==> src/rtl/matrix_pkg.sv <==
// Constants and types shared by the matrix unit and the consumers of its result bus.
package matrix_pkg;

    localparam int ELEM_W = 16;
    localparam int N_ELEM = 64;
    localparam int IDX_W  = $clog2(N_ELEM);

    localparam logic [ELEM_W-1:0] SAT_VALUE = {ELEM_W{1'b1}};

    typedef enum logic [0:0] {
        IDLE   = 1'b0,
        STREAM = 1'b1
    } stream_state_e;

endpackage

==> src/rtl/vec_elem_mux.sv <==
// Pure N_ELEM:1 element select; element i occupies bits [i*EW +: EW] of the vector.
module vec_elem_mux
    import matrix_pkg::*;
#(
    parameter int EW = ELEM_W,
    parameter int NE = N_ELEM,
    parameter int IW = IDX_W
) (
    input  logic [NE*EW-1:0] vec,
    input  logic [IW-1:0]    sel,
    output logic [EW-1:0]    elem
);

    assign elem = vec[sel*EW +: EW];

endmodule

==> src/rtl/vec_result_streamer.sv <==
// Captures a wide result vector on load and streams it one element per valid/ready
// handshake, tagging each beat with its index, last and saturation flags.
module vec_result_streamer
    import matrix_pkg::*;
#(
    parameter int EW = ELEM_W,
    parameter int NE = N_ELEM,
    parameter int IW = IDX_W
) (
    input  logic               clock,
    input  logic               reset,
    input  logic               load,
    input  logic [NE*EW-1:0]   datsIn,
    output logic               busy,
    output logic               out_valid,
    input  logic               out_ready,
    output logic [EW-1:0]      out_data,
    output logic [IW-1:0]      out_index,
    output logic               out_last,
    output logic               out_sat,
    output logic               done,
    output logic               overrun,
    input  logic               clr_overrun
);

    localparam logic [IW-1:0] LAST_IDX = IW'(NE - 1);

    stream_state_e     state_r;
    logic [NE*EW-1:0]  shadow_r;
    logic [IW-1:0]     idx_r;
    logic              done_r;
    logic              overrun_r;

    logic              streaming_s;
    logic              at_last_s;
    logic              last_hs_s;
    logic              load_rejected_s;

    assign streaming_s     = (state_r == STREAM);
    assign at_last_s       = (idx_r == LAST_IDX);
    assign last_hs_s       = streaming_s && out_ready && at_last_s;
    assign load_rejected_s = streaming_s && load && !last_hs_s;

    // Stream FSM: element counter, shadow capture and the end-of-vector done pulse.
    always_ff @(posedge clock or negedge reset) begin
        if (!reset) begin
            state_r  <= IDLE;
            shadow_r <= {(NE*EW){1'b0}};
            idx_r    <= {IW{1'b0}};
            done_r   <= 1'b0;
        end else begin
            done_r <= 1'b0;
            case (state_r)
                IDLE: begin
                    if (load) begin
                        shadow_r <= datsIn;
                        idx_r    <= {IW{1'b0}};
                        state_r  <= STREAM;
                    end
                end
                STREAM: begin
                    if (out_ready) begin
                        if (at_last_s) begin
                            done_r <= 1'b1;
                            idx_r  <= {IW{1'b0}};
                            // A load on the final handshake chains the next vector with no bubble.
                            if (load) begin
                                shadow_r <= datsIn;
                            end else begin
                                state_r <= IDLE;
                            end
                        end else begin
                            idx_r <= idx_r + IW'(1);
                        end
                    end
                end
                default: begin
                    state_r <= IDLE;
                    idx_r   <= {IW{1'b0}};
                end
            endcase
        end
    end

    // Sticky overrun flag: a rejected load wins over a clear in the same cycle.
    always_ff @(posedge clock or negedge reset) begin
        if (!reset) begin
            overrun_r <= 1'b0;
        end else if (load_rejected_s) begin
            overrun_r <= 1'b1;
        end else if (clr_overrun) begin
            overrun_r <= 1'b0;
        end else begin
            overrun_r <= overrun_r;
        end
    end

    vec_elem_mux #(
        .EW (EW),
        .NE (NE),
        .IW (IW)
    ) u_elem_mux (
        .vec  (shadow_r),
        .sel  (idx_r),
        .elem (out_data)
    );

    assign busy      = streaming_s;
    assign out_valid = streaming_s;
    assign out_index = idx_r;
    assign out_last  = at_last_s;
    assign out_sat   = (out_data == {EW{1'b1}});
    assign done      = done_r;
    assign overrun   = overrun_r;

endmodule

==> config.mk <==
export PLATFORM = sky130hd
export DESIGN_NAME = vec_result_streamer
export DESIGN_NICKNAME = d
export VERILOG_FILES = /design/src/rtl/matrix_pkg.sv /design/src/rtl/vec_elem_mux.sv /design/src/rtl/vec_result_streamer.sv
export SDC_FILE = /design/constraint.sdc
export NUM_CORES = 1
export LEC_CHECK = 0
export CORE_AREA = 2 2 412 414
export CTS_CLUSTER_DIAMETER = 50
export CTS_CLUSTER_SIZE = 20
export DETAILED_ROUTE_END_ITERATION = 10
export DIE_AREA = 0 0 414 416
export PLACE_DENSITY = 0.59
export SLEW_MARGIN = 5
export SYNTH_ARGS = -nofsm -noshare
export SYNTH_HDL_FRONTEND = slang
export SYNTH_SLANG_ARGS = --single-unit
==> constraint.sdc <==
create_clock -name clock -period 7.7 [get_ports clock]
set_input_delay 1.54 -clock clock [delete_from_list [all_inputs] [get_ports clock]]
set_output_delay 1.54 -clock clock [all_outputs]
set_load 0.1 [all_outputs]
==> results by group <==
Clock tree
  • Setup bufs post-CTS: 0
  • Clock transition at path regs: 70 ps
  • Max clock buf depth: 3
  • CTS sink cnt: 1,033
  • Post_cts resized: 0
  • Clk Latency, worst-skew pair: 810 ps
  • CTS tree: built
  • CTS Buf Count: 135
  • Hold Buf Count CTS: 0
  • CTS root buffer: clkbuf_16
  • H-tree depth: 4

STA
  • Pins Over Slew Limit: 0
  • Fin crit share: 86.17%
  • RSZ-0062 raised after global routing: no
  • Final hold viol count: 0
  • Worst-Margin Slew: 1225 ps
  • Final setup fails: 0
  • Slew HR: 18.10%
  • Fmax: 150.7 MHz
  • Final Skew: 50.02 ps
  • Setup WS post-layout: 1065 ps
  • TNS Setup: 0 ps
  • Post-layout min period: 6635 ps

Floorplan
  • Die H: 416 um
  • Starting Density: 28.09%
  • Num ports: 1,057
  • Die area: 172,200 um^2
  • Die Wd: 414 um
  • # rows: 151
  • Core footprint: 168,100 um^2

Power
  • Leakage: 26.74 nW
  • Total power: 19.63 mW
  • Power per cell area: 303.3 nW/um^2
  • VDD IR max: 320.2 uV

Finish
  • Layout net count: 4,970
  • Ratio of cells with drive above 1 in the final layout: 37.88%
  • Layout filler cell count: 15.88k
  • Area delta synth->final: 37.03%
  • Commonest non-fill, non-tap cell in the layout: clkdlybuf4s50_1
  • Most frequent cells in the layout: clkdlybuf4s50_1 (1,036), mux2_2 (1,033), dfrtp_1 (1,027), mux4_2 (150), clkbuf_16 (137)

Place
  • Dpl hpwl: 154.0 mm
  • # port buffers: 1,056
  • Gpl congestion: 0.8721
  • Place WS: 1742 ps

GRT
  • Wire length of the first global-routing pass: 271.9 mm
  • GRT busiest layer: met2
  • Gr usage total: 22.71%
  • M1 GR Usage: 27.50%
  • Gr ovfl total: 0
  • Met2 global-route usage: 38.57%
  • Antenna violations before repair: 87
  • Largest net degree at the start of global routing: 148
  • Met3 global-route usage: 5.842%
  • Vias in the first global route: 33.13k

Synth
  • Mean Syn Cell Area: 16.31 um^2
  • Post-synth EDFFs: 0
  • FF+latch count, synth: 1,033
  • Most common flop cell mapped by yosys: dfrtp_1
  • Synthesized area: 47,230 um^2
  • Ys Warns: 0
  • Synth unique cells: 70
  • Seq/Total Area, Yosys: 54.73%
  • FFs w/ async S/R, synth: 100.0%
  • Synth Instances: 2,896
  • Syn nets: 3,926

Routing
  • Vias/cell: 4.928
  • ANT nets after route: 0
  • First DRT Iteration DRCs: 2,139
  • Drt pass-1 iters: 5
  • Via count: 31.09k
  • Wire length per cell: 31.42 um
  • DRC: 0
  • DRT Wirelength: 198.2 mm

Worst hold path
  • Class of the worst hold path: flop to flop

Run status
  • Status: completed

Run
  • Max-Cap Viols: 0

Setup path
  • CP startpoint kind: flop
  • Critical path class: flop to output pin
  • Worst-path fanout max: 55
  • Arr. time, crit path: 5100 ps
  • Worst Path Required: 6160 ps
  • Crit. End Element: output pin
## final timing paths
check	startpoint	endpoint	slack, ps	depth (start not counted)
setup / recovery	out_index[1]$_DFFE_PN0P_	out_sat	1060	10
hold / removal	shadow_r[18]$_DFFE_PN0P_	shadow_r[18]$_DFFE_PN0P_	500	1
setup reg to reg	out_index[0]$_DFFE_PN0P_	shadow_r[390]$_DFFE_PN0P_	3010	7
hold reg to reg	shadow_r[18]$_DFFE_PN0P_	shadow_r[18]$_DFFE_PN0P_	500	1
max in group asynchronous	reset	shadow_r[689]$_DFFE_PN0P_	5060	3
min in group asynchronous	reset	shadow_r[995]$_DFFE_PN0P_	830	1
## synthesized netlist by cell type (3+ instances only)
cell | instances | share of area [%]
dfrtp_1 | 1033 | 55
mux2_2 | 1033 | 25
mux4_2 | 150 | 7.2
mux2i_1 | 87 | 1.8
clkbuf_1 | 84 | 0.67
mux4_1 | 79 | 4.4
buf_2 | 57 | 0.60
nand2_1 | 39 | 0.31
a22oi_1 | 36 | 0.57
nor2_1 | 24 | 0.19
buf_4 | 22 | 0.35
a21oi_1 | 18 | 0.19
buf_6 | 17 | 0.41
a221oi_1 | 15 | 0.28
buf_12 | 15 | 0.64
nor2b_1 | 11 | 0.15
o21ai_0 | 11 | 0.12
nand3_1 | 10 | 0.11
o22ai_1 | 10 | 0.13
nor3_1 | 9 | 0.095
o2111ai_1 | 9 | 0.17
a221o_1 | 8 | 0.17
inv_1 | 8 | 0.064
nand4_1 | 8 | 0.11
o211ai_1 | 8 | 0.13
buf_1 | 7 | 0.056
a22o_1 | 5 | 0.093
buf_8 | 5 | 0.16
a2111oi_0 | 4 | 0.074
a31oi_1 | 4 | 0.053
and2_1 | 4 | 0.053
and3_1 | 4 | 0.053
mux4_4 | 4 | 0.21
a211oi_1 | 3 | 0.048
a311oi_1 | 3 | 0.056
a32o_1 | 3 | 0.064
clkbuf_8 | 3 | 0.087
o21a_1 | 3 | 0.048
o221ai_1 | 3 | 0.056
or2_2 | 3 | 0.040
## cell families after synthesis
family | count (synthesis) | share of synthesized area (%)
mux | 1353 | 38.23
flops | 1033 | 54.73
buf+inv | 220 | 3.052
compound gates | 165 | 2.660
simple gates | 124 | 1.301
fa+ha+maj | 1 | 0.02649
## state kept, by name, summed over array words and instances, names as in the netlist
signal	count
shadow_r	1024
out_index	6
busy	1
done	1
overrun	1
## layout make-up
cell class	instances	area (um^2)	area share, %
antenna	41	102.6	0.1585
tap	2218	2775	4.288
sequential	1033	25870	39.97
inverter	9	36.28	0.05606
timing repair buffer	1118	11190	17.29
clock buffer	162	3652	5.643
multi-input combinational	1643	20020	30.93
clock inverter	85	1079	1.666
## worst max-delay path: stages (launching register included)
cell and delay [ps]:
dfrtp_4 780, buf_12 410, buf_4 340, mux4_2 350
and3_1 180, a2111oi_1 90, a2111oi_0 890, a41o_1 230
nand4_1 120, nor4b_2 590, buf_12 270
## through the flow
stage | cells | instance area [um^2] | util (%) | hold WS [ps]
2_1_floorplan | 2896 | 47250 | - | 472.0
5_1_grt | 6297 | 64690 | 38.47 | 507.9
6_report | 6309 | 64720 | 38.49 | 497.7
3_5_place_dp | 6021 | 59890 | 35.62 | 486.6
4_1_cts | 6268 | 64620 | 38.43 | 499.4
3_3_place_gp | 6021 | 59890 | 35.62 | 481.6
## per-layer routing
layer	vias up	wire length, um
met4	70	6960
met1	16390	79450
li1	13240	-
met2	1062	99690
met3	325	11690
met5	-	441
## report_power, final
part,internal (mW),total [mW],switching (mW),leakage [nW]
combinational,2.42,6.33,3.91,11.7
clock,3.89,6.64,2.75,2.29
sequential,6.07,6.66,0.588,12.8
Note: power is estimated with default switching activity, not from simulation.
